===== src/rtl/fp_pkg.sv =====
// Widths, state encoding and limits shared by the float converter and its decoder.
package fp_pkg;

    localparam int DW = 13;
    localparam int EW = 3;
    localparam int FW = 5;

    // Largest decodable magnitude: 31 * 2^7.
    localparam int FP_MAX_MAG = 3968;

    typedef enum logic [1:0] {
        IDLE  = 2'd0,
        SHIFT = 2'd1,
        DONE  = 2'd2
    } state_e;

endpackage


===== src/rtl/cond_negate.sv =====
// Conditional DW-bit two's-complement negation: y = neg ? -a : a.
module cond_negate
    import fp_pkg::*;
#(
    parameter int DW = fp_pkg::DW
) (
    input  logic                 neg,
    input  logic signed [DW-1:0] a,
    output logic signed [DW-1:0] y
);

    assign y = neg ? (~a + 1'b1) : a;

endmodule


===== src/rtl/fp_decode_seq.sv =====
// Sequential float-to-two's-complement decoder: D = (-1)^S * F * 2^E, one left shift per clock.
module fp_decode_seq
    import fp_pkg::*;
#(
    parameter int DW = fp_pkg::DW,
    parameter int EW = fp_pkg::EW,
    parameter int FW = fp_pkg::FW
) (
    input  logic                 clk,
    input  logic                 rst_n,
    input  logic                 in_valid,
    output logic                 in_ready,
    input  logic                 S,
    input  logic [EW-1:0]        E,
    input  logic [FW-1:0]        F,
    output logic                 out_valid,
    input  logic                 out_ready,
    output logic signed [DW-1:0] D,
    output logic                 noncanon
);

    state_e                state;
    logic signed [DW-1:0]  acc;
    logic [EW-1:0]         cnt;
    logic                  sgn;
    logic                  nc;
    logic signed [DW-1:0]  acc_signed;

    // Depends on registered state only, so no accept can happen in the DONE->IDLE cycle.
    assign in_ready = (state == IDLE);

    cond_negate #(
        .DW(DW)
    ) u_cond_negate (
        .neg(sgn),
        .a  (acc),
        .y  (acc_signed)
    );

    // acc never overflows because DW >= FW + 2^EW.
    always_ff @(posedge clk or negedge rst_n) begin
        if (!rst_n) begin
            state     <= IDLE;
            acc       <= '0;
            cnt       <= '0;
            sgn       <= 1'b0;
            nc        <= 1'b0;
            D         <= '0;
            noncanon  <= 1'b0;
            out_valid <= 1'b0;
        end else begin
            case (state)
                IDLE: begin
                    if (in_valid) begin
                        sgn   <= S;
                        cnt   <= E;
                        acc   <= {{(DW-FW){1'b0}}, F};
                        nc    <= (E != '0) && !F[FW-1];
                        state <= SHIFT;
                    end
                end
                SHIFT: begin
                    if (cnt != '0) begin
                        acc <= acc <<< 1;
                        cnt <= cnt - 1'b1;
                    end else begin
                        D         <= acc_signed;
                        noncanon  <= nc;
                        out_valid <= 1'b1;
                        state     <= DONE;
                    end
                end
                DONE: begin
                    if (out_ready) begin
                        out_valid <= 1'b0;
                        state     <= IDLE;
                    end
                end
                default: state <= IDLE;
            endcase
        end
    end

endmodule

===== config.mk =====
export PLATFORM = sky130hd
export DESIGN_NAME = fp_decode_seq
export DESIGN_NICKNAME = d
export VERILOG_FILES = /design/src/rtl/fp_pkg.sv /design/src/rtl/cond_negate.sv /design/src/rtl/fp_decode_seq.sv
export SDC_FILE = /design/constraint.sdc
export NUM_CORES = 1
export LEC_CHECK = 0
export CORE_MARGIN = 2
export CORE_UTILIZATION = 66
export DETAILED_ROUTE_END_ITERATION = 7
export DONT_BUFFER_PORTS = 1
export GPL_ROUTABILITY_DRIVEN = 0
export PLACE_DENSITY = 0.82
export SLEW_MARGIN = 15
export SYNTH_ARGS = -nofsm -noshare
export SYNTH_HDL_FRONTEND = slang
export SYNTH_SLANG_ARGS = --single-unit

===== constraint.sdc =====
create_clock -name clk -period 3.2 [get_ports clk]
set_clock_uncertainty 0.2 [all_clocks]
set_input_delay 0.48 -clock clk [delete_from_list [all_inputs] [get_ports clk]]
set_output_delay 0.48 -clock clk [all_outputs]
set_load 0.02 [all_outputs]

==> impl_metrics.py <==
metrics = {
    "outcome": {
        "status": "complete, no violations",
    },
    "power": {
        "max-vdd-ir-drop_mv": 0.7779,
        "p_per_area_nw_per_um2": 1106,
        "p_leak_nw": 0.8292,
    },
    "drt": {
        "drc": 0,
        "drt-initial-drc-count": 20,
        "avgViaCountPerCell": 5.809,
        "wl_per_cell_um": 14.42,
        "num_vias": 1214,
        "dr.pass1.iters": 4,
        "antenna_left": 0,
        "wirelength_mm": 3.013,
    },
    "sta": {
        "hold_viol_final": 0,
        "max-slew-margin-rel": 0.6290,
        "setup_viol": 0,
        "tns_ps": 0,
        "worst_pin_slew_ps": 556.5,
        "final_min_period_over_clock_period": 0.7167,
        "slew_violations": 0,
        "rsz0062_at_grt": "no",
        "max_freq_ghz": 0.4360,
        "fin_crit_ps": 2293,
    },
    "placed_design": {
        "placed_area_um2": 1703,
        "io_buffer_count": 0,
        "hpwl_mm": 2.169,
    },
    "floorplanning": {
        "num_rows": 18,
        "boundaryPins": 29,
        "die_w_um": 54.46,
        "initial_utilization": 0.6845,
        "core_area_um2": 2455,
        "fp.dieArea_um2": 2965,
        "die-height_um": 54.46,
    },
    "global_route": {
        "grt_pass1_vias": 1171,
        "grt_use_total": 0.2421,
        "grt_pass1_wl_mm": 5.099,
        "grt-ovfl-total": 0,
        "grt_max_degree": 36,
        "antenna_found_initial": 0,
    },
    "cts": {
        "h-tree-depth": 2,
        "clkLatencyLatePin_ps": 330,
        "clk_path_buf_depth": 2,
        "cts_tree": "yes",
        "cts_resized": 0,
        "postCtsSetupBuffers": 0,
        "cts_root_buffer": "clkbuf_4",
        "path_clk_slew_ps": 100,
        "cts_sinks": 35,
        "numCtsBuffers": 5,
    },
    "worst_setup_path": {
        "cp.required_ps": 3220,
        "cpLargestDelayFamily": "compound AO/OA/AOI/OAI gates",
        "r2r_setup_slack_ps": 910,
        "startpoint_type": "flop",
        "max_stage_delay_ps": 470,
        "worstSetupEndpointType": "flop",
        "reg2reg_depth": 7,
        "reg2reg_to": "cnt[0]$_DFFE_PN0P_",
        "timing.critical_path.mode_cell": "ha_1",
        "slowest_stage": "a21o_1",
        "arrival_ps": 2310,
        "cp_cell_sequence": "inv_1, ha_1, ha_1, nand2b_1, a21o_1, inv_2, a311o_1",
        "cp_max_fo": 22,
        "reg2reg_from": "cnt[0]$_DFFE_PN0P_",
        "crit_buf_inv": 2,
        "worstSetupPathType": "flop to flop",
    },
    "yosys": {
        "ys_types": 29,
        "synth_nets": 192,
        "ys_top_cells_by_area": "dfrtp_1, nand2_1, o21ai_0",
        "synth_seq_cells": 35,
        "async_flop_share": 1.000,
        "synth_top_flop_cell": "dfrtp_1",
        "syn_area_um2": 1680,
        "synth_largest_area_cell": "dfrtp_1",
        "synth-edff-count": 0,
        "ys_warn_count": 0,
        "ys_seq_area_frac": 0.5212,
        "postSynthCellCount": 176,
        "synth.avg_cell_area_um2": 9.548,
        "yosysTopAreaCellShare": 0.5212,
    },
    "layout": {
        "diodes": 0,
        "multi_input_area_um2": 748.2,
        "n_fill_cell": 175,
        "syn2layout_area_growth_pct": 6.478,
        "fin_area_um2": 1789,
        "seq_area_um2": 875.8,
        "drive_above_1_share": 0.09497,
        "nets": 195,
    },
    "min_path": {
        "min_path_type": "input pin to flop",
        "min_to": "state[1]$_DFFE_PN0P_",
        "worstHoldStart": "out_ready",
        "hold_depth": 1,
    },
    "job": {
        "cap_violations": 0,
    },
}
==> synthesized netlist by cell type (all sizes together), types with 2 or more instances <==
library cell	n
a211oi	2
a21oi	4
a31oi	4
clkbuf	8
dfrtp	35
ha	3
inv	7
mux2	2
nand2	42
nand2b	3
nor2	9
nor2b	2
nor3	2
o21ai	24
o31ai	6
o41ai	3
or4	3
xor2	10
==> repair_timing <==
action / in CTS / in global routing
setup endpoints to repair: 0 / 0
hold buffers: 2 / 0
endpoints found under the hold margin: 35 / 0
==> registers in the layout, indices dropped and copies added, names as in the netlist <==
register	flops
out_valid	1
noncanon	1
sgn	1
D	13
state	2
cnt	3
acc	13
nc	1
==> per-layer routing <==
| metal | wire (um) | track usage | vias up |
|---|---|---|---|
| met5 | 0 | 0 | - |
| met1 | 1365 | 0.3047 | 568 |
| met4 | 30 | 0.06667 | 0 |
| li1 | - | - | 608 |
| met3 | 178 | 0.07377 | 4 |
| met2 | 1438 | 0.4036 | 34 |
==> kinds of logic after synthesis <==
kind of cell / count (synthesis) / synth area share
xor+xnor: 11 / 0.05733
simple gates: 64 / 0.1660
compound gates: 45 / 0.1802
mux: 3 / 0.01936
fa+ha+maj: 3 / 0.02234
buf+inv: 15 / 0.03350
flops: 35 / 0.5212
==> final cells by class <==
| cell class | count | share of cell area |
|---|---|---|
| Sequential cell | 35 | 0.4895 |
| Multi-Input combinational cell | 126 | 0.4182 |
| Clock buffer | 6 | 0.02867 |
| Timing Repair Buffer | 4 | 0.02517 |
| Tap cell | 30 | 0.02098 |
| Inverter | 7 | 0.01469 |
| Clock inverter | 1 | 0.002797 |
==> placed cells by master, fill, tap and decap left out, types with 2 or more instances in the layout <==
cell      synthesis  final
nand2_1          42     42
dfrtp_1          35     35
o21ai_0          21     21
xor2_1           10     10
nor2_1            9      9
inv_1             6      6
o31ai_1           6      6
clkbuf_4          0      5
a21oi_1           4      4
a31oi_1           4      4
nand2b_1          3      3
o21ai_1           3      3
ha_1              3      3
nor2b_1           2      2
a211oi_1          2      2
mux2_2            2      2
nor3_1            2      2
or4_1             2      2
o41ai_2           2      2
buf_4             0      2
==> worst reg2reg max path: stages (launching register included) <==
cell      delay, ps
dfrtp_1         390
inv_1            80
ha_1            160
ha_1            180
nand2b_1        110
a21o_1          470
inv_2           210
a311o_1         390
==> metrics by stage <==
stage          cells    util  hold slack [ps]  setup WS [ps]  total power [mW]
3_3_place_gp     200  0.6937           -14.98           1043             1.675
4_1_cts          209  0.7288            26.49          906.6             1.996
3_5_place_dp     200  0.6937           -14.94          925.1             1.740
5_1_grt          209  0.7288            25.43          701.9             2.151
6_report         209  0.7288            32.75          906.6             1.979
2_1_floorplan    176       -           -15.59           1270             1.569
==> power by group <==
part / switching [mW] / leakage (nW) / internal (mW) / total [mW]
clock: 0.139 / 0.0341 / 0.102 / 0.241
sequential: 0.307 / 0.445 / 0.629 / 0.935
combinational: 0.473 / 0.350 / 0.329 / 0.803
total: 0.919 / 0.829 / 1.06 / 1.98
==> worst max path at each step <==
stage | from | endpoint | slack, ps | depth (start not counted)
floorplan | acc[0]$_DFFE_PN0P_ | D[12]$_DFFE_PN0P_ | 1270 | 6
global placement | cnt[0]$_DFFE_PN0P_ | cnt[0]$_DFFE_PN0P_ | 1040 | 7
detailed placement | cnt[0]$_DFFE_PN0P_ | cnt[0]$_DFFE_PN0P_ | 930 | 7
CTS | cnt[0]$_DFFE_PN0P_ | cnt[0]$_DFFE_PN0P_ | 910 | 7
global route | cnt[0]$_DFFE_PN0P_ | cnt[0]$_DFFE_PN0P_ | 700 | 7
finish | cnt[0]$_DFFE_PN0P_ | cnt[0]$_DFFE_PN0P_ | 910 | 7
Power figures use the tool's default switching activity.
